$ cat src/rtl/window_motor_drive.sv
// window_motor_drive: turns open/close command levels into H-bridge direction
// drives. It stops on the end-of-travel limits and inserts a dead time before
// any reversal. It latches a fault on a run timeout or on contradictory limits.
module window_motor_drive #(
    parameter int unsigned RUN_TIMEOUT = 5_000_000,
    parameter int unsigned DEAD_TIME   = 1000,
    parameter int unsigned CNT_W       = 24
) (
    input  logic clk,
    input  logic n_reset,
    input  logic open_cw,
    input  logic close_ccw,
    input  logic limit_open,
    input  logic limit_closed,
    output logic motor_cw,
    output logic motor_ccw,
    output logic busy,
    output logic fault
);

    typedef enum logic [2:0] {
        S_IDLE    = 3'd0,
        S_RUN_CW  = 3'd1,
        S_RUN_CCW = 3'd2,
        S_DEAD    = 3'd3,
        S_FAULT   = 3'd4
    } state_e;

    typedef enum logic [1:0] {
        P_NONE = 2'd0,
        P_CW   = 2'd1,
        P_CCW  = 2'd2
    } pend_e;

    localparam logic [CNT_W-1:0] RUN_LAST  = CNT_W'(RUN_TIMEOUT - 1);
    localparam logic [CNT_W-1:0] DEAD_LAST = CNT_W'(DEAD_TIME - 1);

    state_e           state_q;
    pend_e            pend_q;
    pend_e            pend_d;
    logic [CNT_W-1:0] cnt_q;

    logic cw_only_c;
    logic ccw_only_c;
    logic both_limits_c;

    // Command and limit decode shared by every state.
    assign cw_only_c     = open_cw & ~close_ccw;
    assign ccw_only_c    = close_ccw & ~open_cw;
    assign both_limits_c = limit_open & limit_closed;

    // Pending direction as seen this cycle: the latest single-direction command wins.
    always_comb begin
        pend_d = pend_q;
        if (cw_only_c) begin
            pend_d = P_CW;
        end else if (ccw_only_c) begin
            pend_d = P_CCW;
        end
    end

    // Control FSM with registered drive and status outputs.
    always_ff @(posedge clk or negedge n_reset) begin
        if (!n_reset) begin
            state_q   <= S_IDLE;
            pend_q    <= P_NONE;
            cnt_q     <= '0;
            motor_cw  <= 1'b0;
            motor_ccw <= 1'b0;
            busy      <= 1'b0;
            fault     <= 1'b0;
        end else if (state_q != S_FAULT && both_limits_c) begin
            state_q   <= S_FAULT;
            pend_q    <= P_NONE;
            motor_cw  <= 1'b0;
            motor_ccw <= 1'b0;
            busy      <= 1'b0;
            fault     <= 1'b1;
        end else begin
            case (state_q)
                S_IDLE: begin
                    if (cw_only_c && !limit_open) begin
                        state_q  <= S_RUN_CW;
                        cnt_q    <= '0;
                        motor_cw <= 1'b1;
                        busy     <= 1'b1;
                    end else if (ccw_only_c && !limit_closed) begin
                        state_q   <= S_RUN_CCW;
                        cnt_q     <= '0;
                        motor_ccw <= 1'b1;
                        busy      <= 1'b1;
                    end
                end
                S_RUN_CW: begin
                    if (limit_open) begin
                        state_q  <= S_DEAD;
                        pend_q   <= P_NONE;
                        cnt_q    <= '0;
                        motor_cw <= 1'b0;
                    end else if (cnt_q == RUN_LAST) begin
                        state_q  <= S_FAULT;
                        motor_cw <= 1'b0;
                        busy     <= 1'b0;
                        fault    <= 1'b1;
                    end else if (ccw_only_c) begin
                        state_q  <= S_DEAD;
                        pend_q   <= P_CCW;
                        cnt_q    <= '0;
                        motor_cw <= 1'b0;
                    end else begin
                        cnt_q <= cnt_q + CNT_W'(1);
                    end
                end
                S_RUN_CCW: begin
                    if (limit_closed) begin
                        state_q   <= S_DEAD;
                        pend_q    <= P_NONE;
                        cnt_q     <= '0;
                        motor_ccw <= 1'b0;
                    end else if (cnt_q == RUN_LAST) begin
                        state_q   <= S_FAULT;
                        motor_ccw <= 1'b0;
                        busy      <= 1'b0;
                        fault     <= 1'b1;
                    end else if (cw_only_c) begin
                        state_q   <= S_DEAD;
                        pend_q    <= P_CW;
                        cnt_q     <= '0;
                        motor_ccw <= 1'b0;
                    end else begin
                        cnt_q <= cnt_q + CNT_W'(1);
                    end
                end
                S_DEAD: begin
                    if (cnt_q == DEAD_LAST) begin
                        pend_q <= P_NONE;
                        cnt_q  <= '0;
                        if (pend_d == P_CW && !limit_open) begin
                            state_q  <= S_RUN_CW;
                            motor_cw <= 1'b1;
                        end else if (pend_d == P_CCW && !limit_closed) begin
                            state_q   <= S_RUN_CCW;
                            motor_ccw <= 1'b1;
                        end else begin
                            state_q <= S_IDLE;
                            busy    <= 1'b0;
                        end
                    end else begin
                        pend_q <= pend_d;
                        cnt_q  <= cnt_q + CNT_W'(1);
                    end
                end
                S_FAULT: begin
                    motor_cw  <= 1'b0;
                    motor_ccw <= 1'b0;
                    busy      <= 1'b0;
                    fault     <= 1'b1;
                end
                default: begin
                    state_q   <= S_IDLE;
                    pend_q    <= P_NONE;
                    cnt_q     <= '0;
                    motor_cw  <= 1'b0;
                    motor_ccw <= 1'b0;
                    busy      <= 1'b0;
                    fault     <= 1'b0;
                end
            endcase
        end
    end

endmodule

$ cat config.mk
export PLATFORM = sky130hd
export DESIGN_NAME = window_motor_drive
export DESIGN_NICKNAME = d
export VERILOG_FILES = /design/src/rtl/window_motor_drive.sv
export SDC_FILE = /design/constraint.sdc
export NUM_CORES = 1
export LEC_CHECK = 0
export ABC_AREA = 1
export CORE_ASPECT_RATIO = 2
export CORE_UTILIZATION = 35
export CTS_CLUSTER_DIAMETER = 30
export DETAILED_ROUTE_END_ITERATION = 8
export SLEW_MARGIN = 15
export SYNTH_ARGS = -nofsm -noshare
export SYNTH_HDL_FRONTEND = slang
export SYNTH_SLANG_ARGS = --single-unit
export TNS_END_PERCENT = 30
$ cat constraint.sdc
create_clock -name clk -period 2.5 [get_ports clk]
set_input_delay 0.625 -clock clk [delete_from_list [all_inputs] [get_ports clk]]
set_output_delay 0.625 -clock clk [all_outputs]
set_load 0.01 [all_outputs]
==> flow_summary.yaml, run 1 <==
outcome:
  status: "finished, final reports clean"
cells_and_area:
  multi_input_area_um2: 1490
  fill_cells: 772
  synthToLayoutAreaGrowth_pct: 15.7
  fin_area_um2: 2980
  regArea_um2: 826
  fin_util_pct: 42.5
  diodes: 0
  drive_gt1_share_pct: 8.95
  fin_nets: 454
clock_network:
  cts_buffer_depth: 2
  post_cts_resized: 0
  clkSinkCount: 33
  cts_tree: "yes"
  cts_buffers: 5
  htreeDepth: 2
  cts_hold_buf: 0
  post_cts_buffers: 0
  cts_root_buf: "clkbuf_16"
  clkTransAtPathRegs_ns: 0.06
  clk_latency_ns: 0.28
place:
  dp_hpwl_um: 6440
  place_congestion: 0.924
  place_area_um2: 2830
  io_buffers: 9
yosys:
  synth_enable_flop_cells: 0
  ys_ff_latch: 33
  yosys.area.top_type_share_pct: 32.1
  ys_warn_count: 0
  ys.flop_type: "dfrtp_1"
  ys_async_sr_fraction_pct: 100
  synth-seq-area-share_pct: 32.1
  synth.distinct_cells: 28
  yosysMostFrequentCell: "nand2_1"
  syn_inst: 422
  syn-num-nets: 430
  synth_top_cells_by_count: "nand2_1, nor2_1, nand3_1, inv_1, dfrtp_1"
  synth_area_um2: 2570
  yosysTopAreaCell: "dfrtp_1"
  synth_top_cells_by_area: "dfrtp_1, nand2_1, nand3_1"
  avgSynthCellArea_um2: 6.09
critical_path:
  cp.arrival_ns: 2.38
  cp-end-kind: "register"
  crit_top_cell: "nand2_1"
  cp_slowest_cell: "clkdlybuf4s50_1"
  path_cells: "clkdlybuf4s50_1, nand2_1, inv_1, nand2_1, nand3_1, nand2_1, nor3_1, nand3_1, nand2_1, nand2_1"
  reg2reg_depth: 10
  critPathTopFamily: "simple AND/OR/NAND/NOR gates"
  required_ns: 2.68
  reg2reg_slack_ns: 0.41
  cp-start-kind: "input port"
  critPathMaxFanout: 9
  max_stage_delay_ns: 0.55
  critPathKind: "input port to register"
  rr_endpoint: "busy"
  critPathBufInv: 2
  r2r-start: "state_q[0]"
grt:
  grt_max_degree: 34
  gr-usage-all-layers_pct: 22.3
  grt_antenna_before_repair: 0
  grt_pass1_wl_um: 12800
  overflow: 0
  grt_pass1_vias: 2765
routing:
  wl_per_cell_um: 14.8
  via_per_inst: 5.17
  drtPass1Iterations: 4
  drt-total-wl_um: 7960
  drc_errors: 0
  dr_total_vias: 2777
  drt_iter0_markers: 173
  postRouteAntennaNets: 0
die:
  dieArea_um2: 7710
  start_util_pct: 36.8
  rows: 43
  core_um2: 6990
  ios: 10
  die_x_um: 62.6
  die_y_um: 123
timing:
  hold_violations: 0
  rsz0062_at_grt: "false"
  finalSetupViolations: 0
  slew_viol_final: 0
  clock.fmax_mhz: 453
  min_period_ns: 2.21
  hold-worst-slack_ns: 0.409
  fin_skew_ns: 0.00616
  worstMarginPinSlew_ns: 0.765
  fin_crit_sh_pct: 88.2
  slew_headroom_pct: 49.0
min_path:
  hp-class: "input port to asynchronous set/reset pin"
job:
  cap_violations: 0
power_and_ir_drop:
  power_density_nw_per_um2: 836
  power_leakage_nw: 1.51
  power_mw: 2.49
  ir_drop_mv: 0.334
## report_power, final
part	internal, mW	total [mW]	switching, mW
clock network	0.365	0.602	0.237
registers	0.604	0.672	0.0684
logic	0.407	1.21	0.806
## through the flow
stage / setup TNS, ns / instances / setup WS (ns)
floorplan: 0 / 422 / 0.747
global placement: -0.00337 / 529 / -0.00337
detailed placement: 0 / 529 / 0.0428
CTS: 0 / 537 / 0.325
global route: 0 / 537 / 0.158
finish: 0 / 537 / 0.294
## placed cells by master (no fill, tap or decap)
cell	count
xor2_1	1
clkinvlp_4	1
nand2_2	4
nand2_1	123
ha_1	2
nand2_4	1
dfrtp_1	33
inv_1	55
clkinv_2	2
nor2_2	2
nand2_8	1
clkbuf_16	5
buf_4	12
clkdlybuf4s50_1	8
a21oi_2	2
inv_2	5
nand3b_1	2
nor3_1	7
a21oi_1	11
a22oi_1	1
nor2_1	73
o21ai_0	12
o21ai_1	5
o21bai_1	1
nor4_1	1
nand3_1	57
buf_2	1
clkinv_1	2
nor2_4	3
o211ai_1	1
nand4_1	12
nand3_4	1
## logic make-up (layout without fill, tap and decap cells)
family	count (synthesis)	in the layout	share of synthesized area (%)
adders and majority gates	2	2	0.973
buffers and inverters	66	91	10.1
AOI/OAI and AO/OA	33	33	7.01
DFF	33	33	32.1
xor gates and xnor gates	1	1	0.341
and+or+nand+nor	287	287	49.5
## how the worst max path moves through the flow
stage / from / end / slack (ns) / cells past startpoint
2_1_floorplan: limit_open / cnt_q[10] / 0.75 / 11
3_3_place_gp: limit_closed / busy / -0.003 / 10
3_5_place_dp: limit_closed / busy / 0.04 / 10
4_1_cts: limit_closed / busy / 0.32 / 10
5_1_grt: limit_closed / busy / 0.16 / 10
6_report: limit_closed / busy / 0.29 / 10
## worst register-to-register path, delay by kind of cell (launching register included)
| kind | cells | cell delay [ns] |
|---|---|---|
| AOI/OAI and AO/OA | 1 | 0.08 |
| and+or+nand+nor | 9 | 1.43 |
| DFF | 1 | 0.48 |
## sequential cells by signal, summed over array words and instances (netlist names)
signal	flops
cnt_q	24
state_q	3
pend_q	2
busy	1
fault	1
motor_ccw	1
motor_cw	1
## layout make-up
class	instances	area share [%]
timing repair buffer	21	5.89
clock inverter	3	0.589
tap	90	3.78
multi-input combinational	323	50.0
inverter	62	7.82
sequential	33	27.8
clock buffer	5	4.21
## routing by layer
layer	vias to the layer above	track usage [%]	routed length, um
met3	35	2.77	192
met1	1281	18.4	2660
met2	75	44.6	4500
met5	-	0	0
li1	1386	-	-
met4	0	20.2	605
No activity file was read; power rests on OpenSTA's default activity.
==> run 2: changes to the inputs <==
- CAP_MARGIN: not set -> 20
==> results of run 2 <==
Final layout, timing and power as in run 1 (identical DEF).
